==> src/rtl/buffer_packer_pkg.sv <==
`default_nettype none
// buffer_packer_pkg -- geometry and state encoding shared by the sample buffer writer and packer.
// Rev 1.0
package buffer_packer_pkg;

   localparam int SAMPLE_W = 24;
   localparam int LANES    = 32;
   localparam int DEPTH    = 3750;
   localparam int BEAT_W   = LANES * SAMPLE_W;

   typedef enum logic [2:0] {
      IDLE    = 3'd0,
      FETCH   = 3'd1,
      DRAIN   = 3'd2,
      PRESENT = 3'd3,
      FIN     = 3'd4
   } state_t;

endpackage
`default_nettype wire

==> src/rtl/buffer_packer.sv <==
`default_nettype none
// buffer_packer -- reads a sample buffer from a start address and packs up to LANES samples per beat, MSB lane first.
// Rev 1.0
module buffer_packer
   import buffer_packer_pkg::*;
#(
   parameter int SAMPLE_W = buffer_packer_pkg::SAMPLE_W,
   parameter int LANES    = buffer_packer_pkg::LANES,
   parameter int DEPTH    = buffer_packer_pkg::DEPTH,
   parameter int ADDR_W   = 13
) (
   input  logic                      clk,
   input  logic                      reset,
   input  logic                      start,
   input  logic [ADDR_W-1:0]         base_addr,
   input  logic [ADDR_W-1:0]         total_len,
   output logic                      busy,
   output logic                      done,
   output logic                      mem_rd_en,
   output logic [ADDR_W-1:0]         mem_rd_addr,
   input  logic [SAMPLE_W-1:0]       mem_rd_data,
   output logic [LANES*SAMPLE_W-1:0] fifo_data,
   output logic [5:0]                num_samples,
   output logic                      data_ready,
   input  logic                      data_accept
);

   localparam int WORD_W = LANES * SAMPLE_W;
   localparam int LANE_W = 6;

   state_t            state;
   state_t            state_nx;
   logic [ADDR_W-1:0] addr;
   logic [ADDR_W-1:0] remaining;
   logic [ADDR_W-1:0] beat_n;
   logic [ADDR_W-1:0] len_clamped;
   logic [LANE_W-1:0] rd_idx;
   logic [LANE_W-1:0] cap_lane;
   logic              cap_valid;
   logic              last_rd;
   logic              accepted;

   assign len_clamped = (total_len > ADDR_W'(DEPTH)) ? ADDR_W'(DEPTH) : total_len;
   assign beat_n      = (remaining > ADDR_W'(LANES)) ? ADDR_W'(LANES) : remaining;
   assign last_rd     = (ADDR_W'(rd_idx) == beat_n - ADDR_W'(1));
   assign accepted    = (state == PRESENT) && data_accept;

   always_ff @(posedge clk or posedge reset) begin
      if (reset) begin
         state <= IDLE;
      end else begin
         state <= state_nx;
      end
   end

   always_comb begin
      state_nx    = state;
      busy        = 1'b0;
      done        = 1'b0;
      mem_rd_en   = 1'b0;
      data_ready  = 1'b0;
      mem_rd_addr = addr;
      case (state)
         IDLE: begin
            if (start) begin
               state_nx = (len_clamped == '0) ? FIN : FETCH;
            end
         end
         FETCH: begin
            busy      = 1'b1;
            mem_rd_en = 1'b1;
            if (last_rd) begin
               state_nx = DRAIN;
            end
         end
         DRAIN: begin
            busy     = 1'b1;
            state_nx = PRESENT;
         end
         PRESENT: begin
            busy       = 1'b1;
            data_ready = 1'b1;
            if (data_accept) begin
               state_nx = (remaining == beat_n) ? FIN : FETCH;
            end
         end
         FIN: begin
            done     = 1'b1;
            state_nx = IDLE;
         end
         default: state_nx = IDLE;
      endcase
   end

   // Read data returns one cycle after the strobe, so the lane index is delayed alongside it.
   always_ff @(posedge clk or posedge reset) begin
      if (reset) begin
         addr        <= '0;
         remaining   <= '0;
         rd_idx      <= '0;
         cap_lane    <= '0;
         cap_valid   <= 1'b0;
         fifo_data   <= '0;
         num_samples <= '0;
      end else begin
         cap_valid <= (state == FETCH);
         cap_lane  <= rd_idx;
         if (cap_valid) begin
            fifo_data[WORD_W-1-SAMPLE_W*int'(cap_lane) -: SAMPLE_W] <= mem_rd_data;
         end
         case (state)
            IDLE: begin
               if (start) begin
                  addr      <= base_addr;
                  remaining <= len_clamped;
                  rd_idx    <= '0;
                  fifo_data <= '0;
               end
            end
            FETCH: begin
               num_samples <= beat_n[LANE_W-1:0];
               addr        <= (addr == ADDR_W'(DEPTH-1)) ? '0 : addr + ADDR_W'(1);
               rd_idx      <= last_rd ? '0 : rd_idx + LANE_W'(1);
            end
            PRESENT: begin
               if (accepted) begin
                  remaining <= remaining - beat_n;
                  fifo_data <= '0;
               end
            end
            default: ;
         endcase
      end
   end

endmodule
`default_nettype wire
==> config.mk <==
export PLATFORM = sky130hd
export DESIGN_NAME = buffer_packer
export DESIGN_NICKNAME = d
export VERILOG_FILES = /design/src/rtl/buffer_packer_pkg.sv /design/src/rtl/buffer_packer.sv
export SDC_FILE = /design/constraint.sdc
export NUM_CORES = 2
export LEC_CHECK = 0
export CORE_MARGIN = 5
export CORE_UTILIZATION = 25
export CTS_CLUSTER_SIZE = 24
export DETAILED_ROUTE_END_ITERATION = 16
export PLACE_DENSITY_LB_ADDON = 0.25
export SETUP_SLACK_MARGIN = 0.02
export SKIP_CTS_REPAIR_TIMING = 1
export SYNTH_ARGS = -nofsm -noshare
export SYNTH_HDL_FRONTEND = slang
export SYNTH_SLANG_ARGS = --single-unit
export TNS_END_PERCENT = 50
==> constraint.sdc <==
create_clock -name clk -period 26.7 [get_ports clk]
set_clock_uncertainty 0.15 [all_clocks]
set_input_delay 5.34 -clock clk [delete_from_list [all_inputs] [get_ports clk]]
set_output_delay 5.34 -clock clk [all_outputs]
set_load 0.02 [all_outputs]
==> metrics.md <==
| Metric | Value |
|---|---|
| Run status | `finished, final reports clean` |
| Area after DPL | `0.0468 mm2` |
| Routed vias/inst | `5.25` |
| Clock slew at reported path FFs | `60 ps` |
| Chip width | `390 um` |
| Root Driver | `clkbuf_16` |
| GPL Wtd Cong | `0.856` |
| Skew-Pair Late Insertion Delay | `730 ps` |
| DRC Markers | `0` |
| Max Freq | `0.108 GHz` |
| Mapped Cells | `3668` |
| Number of clock sinks | `816` |
| CTS Buffer Depth | `3` |
| # rows | `139` |
| CTS tree | `built` |
| Met3 routed WL | `17.7 mm` |
| DP HPWL | `148 mm` |
| Slew Viols, Final | `0` |
| Yosys warnings | `0` |
| Syn avg cell area | `9.83 um2` |
| Rel. slew slack | `0.112` |
| Post-synthesis cell area | `0.0361 mm2` |
| Util after Layout | `0.351` |
| Wire length on met1 | `80.6 mm` |
| P_leak | `21.0 nW` |
| Syn Nets | `3736` |
| H-tree depth | `3` |
| Hold Crit Class | `flop to flop` |
| WP data required | `27220 ps` |
| Max Cap Viol | `0` |
| DRT iter0 DRCs | `3284` |
| First-pass GRT wire length | `272 mm` |
| Post-synth EDFFs | `0` |
| Post-DR wirelength/cell | `30.6 um` |
| Flops & latches, synth | `816` |
| Power per standard cell area | `167 mW/mm2` |
| Maximum vdd drop | `0.121 mV` |
| Net count, final | `4547` |
| RSZ-0062 raised after global routing | `no` |
| Die height | `390 um` |
| Setup Total Neg Slack | `0 ps` |
| Slew @ Worst Pin | `1320 ps` |
| Internal reg-to-reg setup slack | `19770 ps` |
| DIE AREA | `0.152 mm2` |
| Core ar. | `0.143 mm2` |
| Total congestion overflow | `0` |
| TritonCTS Buffers | `98` |
| Final Hold Viols | `0` |
| Wirelength, routed | `198 mm` |
| Sequential share of the synthesized area | `0.566` |
| Met2 WL | `93.0 mm` |
| Vias in the first global route | `33200` |
| Ys flop type | `dfrtp_1` |
| Top-area cell type share of the netlist area | `0.566` |
| Top post-synthesis cells by area | `dfrtp_1 57%, nand2_1 7.5%, nand3_1 3.7%, mux2i_1 3.5%, o21ai_0 3.1%` |
| Pre-antenna DRT Iters | `6` |
| Initial antenna violation count | `5` |
| Uppermost layer routed | `met5` |
| Final period utilization | `0.348` |
| WP data arrival | `9820 ps` |
| Final Cell Area | `0.0504 mm2` |
| Worst Setup Start Kind | `primary input` |
| Asr flop ratio synth | `1.00` |
| Total GRT Usage | `0.250` |
| FILL cells | `14600` |
| Period minus WS final | `9300 ps` |
| Initial Util | `0.251` |
| Share of cells above drive strength 1 | `0.0779` |
| CP Max Fanout | `145` |
| ANT nets after route | `0` |
| Final setup viols | `0` |
| Area grow syn2layout | `39.7%` |
| Number of port buffers | `844` |
| Kind of critical path | `primary input to flop` |
| I/O Pins | `845` |
| Vias | `34000` |
| Largest area contributor in the netlist | `dfrtp_1` |
| Post-synth cell types | `94` |
| Largest net degree at the start of global routing | `158` |
| Crit end category | `flop` |
metal layers:
layer,global-route usage,vias up
met5,0,-
met4,0.0782,4
met3,0.0767,258
met2,0.409,1560
met1,0.318,17400
li1,-,14800
through the flow:
stage               power, mW  worst slack, ps  hold slack [ps]  instances
global route             8.75            17180              350       6463
global placement         6.97            16830              305       6281
floorplan                4.17            10010              202       3668
finish                   8.43            17400              327       6468
CTS                      8.47            17550              335       6462
detailed placement       6.98            16750              314       6281
critical path, cell delays in order:
cell	delay [ps]
clkdlybuf4s50_1	480
nand3_1	190
a21o_4	590
buf_4	530
buf_4	560
buf_4	640
buf_12	530
nand2_1	350
a2bb2o_1	340
Yosys cell counts (all sizes together), types with 4 or more instances:
| library cell | instances |
|---|---|
| a32o | 16 |
| inv | 16 |
| o2111ai | 4 |
| and3 | 33 |
| nand3 | 265 |
| or4 | 6 |
| nand2 | 724 |
| dfrtp | 816 |
| a221o | 8 |
| a22oi | 28 |
| o21a | 6 |
| o21ai | 232 |
| a211o | 4 |
| a22o | 80 |
| a32oi | 17 |
| a221oi | 4 |
| nor3 | 63 |
| or2 | 15 |
| and2 | 22 |
| o41ai | 4 |
| nor4 | 16 |
| nand2b | 9 |
| a21oi | 181 |
| ha | 13 |
| mux2 | 17 |
| a21o | 10 |
| buf | 77 |
| xnor2 | 6 |
| o2bb2ai | 18 |
| mux2i | 127 |
| a31oi | 16 |
| or3 | 16 |
| o31ai | 82 |
| nor2 | 282 |
| o22ai | 171 |
| nor3b | 10 |
| a211oi | 11 |
| nor2b | 18 |
| clkbuf | 147 |
| nand4 | 24 |
| o211ai | 8 |
report_power, final:
group / leakage [nW] / internal, mW / switching [mW] / total, mW
logic: 8.08 / 1.34 / 3.70 / 5.04
registers: 11.2 / 1.62 / 0.308 / 1.92
clock network: 1.71 / 0.892 / 0.576 / 1.47
total: 21.0 / 3.84 / 4.59 / 8.43
cells in the final DEF (no fill, tap or decap), types with 25 or more instances in the layout:
cell type and count:
buf_4 89, a22oi_1 28, o21ai_0 223, a21oi_1 177
clkbuf_1 25, dfrtp_1 816, o31ai_1 79, nor3_1 52
nand3_1 263, nand2_1 723, mux2i_1 127, o22ai_1 171
a22o_1 80, clkdlybuf4s50_1 844, clkbuf_16 99, nor2_1 268
and3_1 33
registers in the layout (all words and copies together), names as in the netlist:
signal       cells
rd_idx           6
num_samples      6
cap_valid        1
remaining       13
cap_lane         6
state            3
fifo_data      768
mem_rd_addr     13
final cells by class:
class                      instances  area (um2)  area share
antenna                            5        12.5    0.000248
clock buffer                     139        2780      0.0551
clock inverter                    42         732      0.0145
inverter                          17        67.6     0.00134
multi-input combinational       2611       14800       0.294
sequential                       816       20400       0.405
tap                             1903        2380      0.0473
timing repair buffer             935        9160       0.182
logic make-up (layout without fill, tap and decap cells):
| logic type | Yosys count | after routing | synth area share |
|---|---|---|---|
| mux | 144 | 144 | 0.0406 |
| compound gates | 927 | 927 | 0.169 |
| other cells | 1 | 6 | 0.000104 |
| flops | 816 | 816 | 0.566 |
| xor+xnor | 9 | 9 | 0.00219 |
| simple gates | 1516 | 1516 | 0.189 |
| fa+ha+maj | 14 | 14 | 0.00507 |
| buf+inv | 241 | 1133 | 0.0276 |
path summary, 6_finish.rpt:
check / end / start / cells after the start
worst max-delay path: fifo_data[213] / data_accept / 9
worst min-delay path: num_samples[4] / num_samples[4] / 2
worst max register to register: fifo_data[718] / cap_lane[0] / 16
worst min register to register: num_samples[4] / num_samples[4] / 2
max in group asynchronous: fifo_data[14] / reset / 5
min in group asynchronous: fifo_data[482] / reset / 2
(Power assumes the default switching activity.)
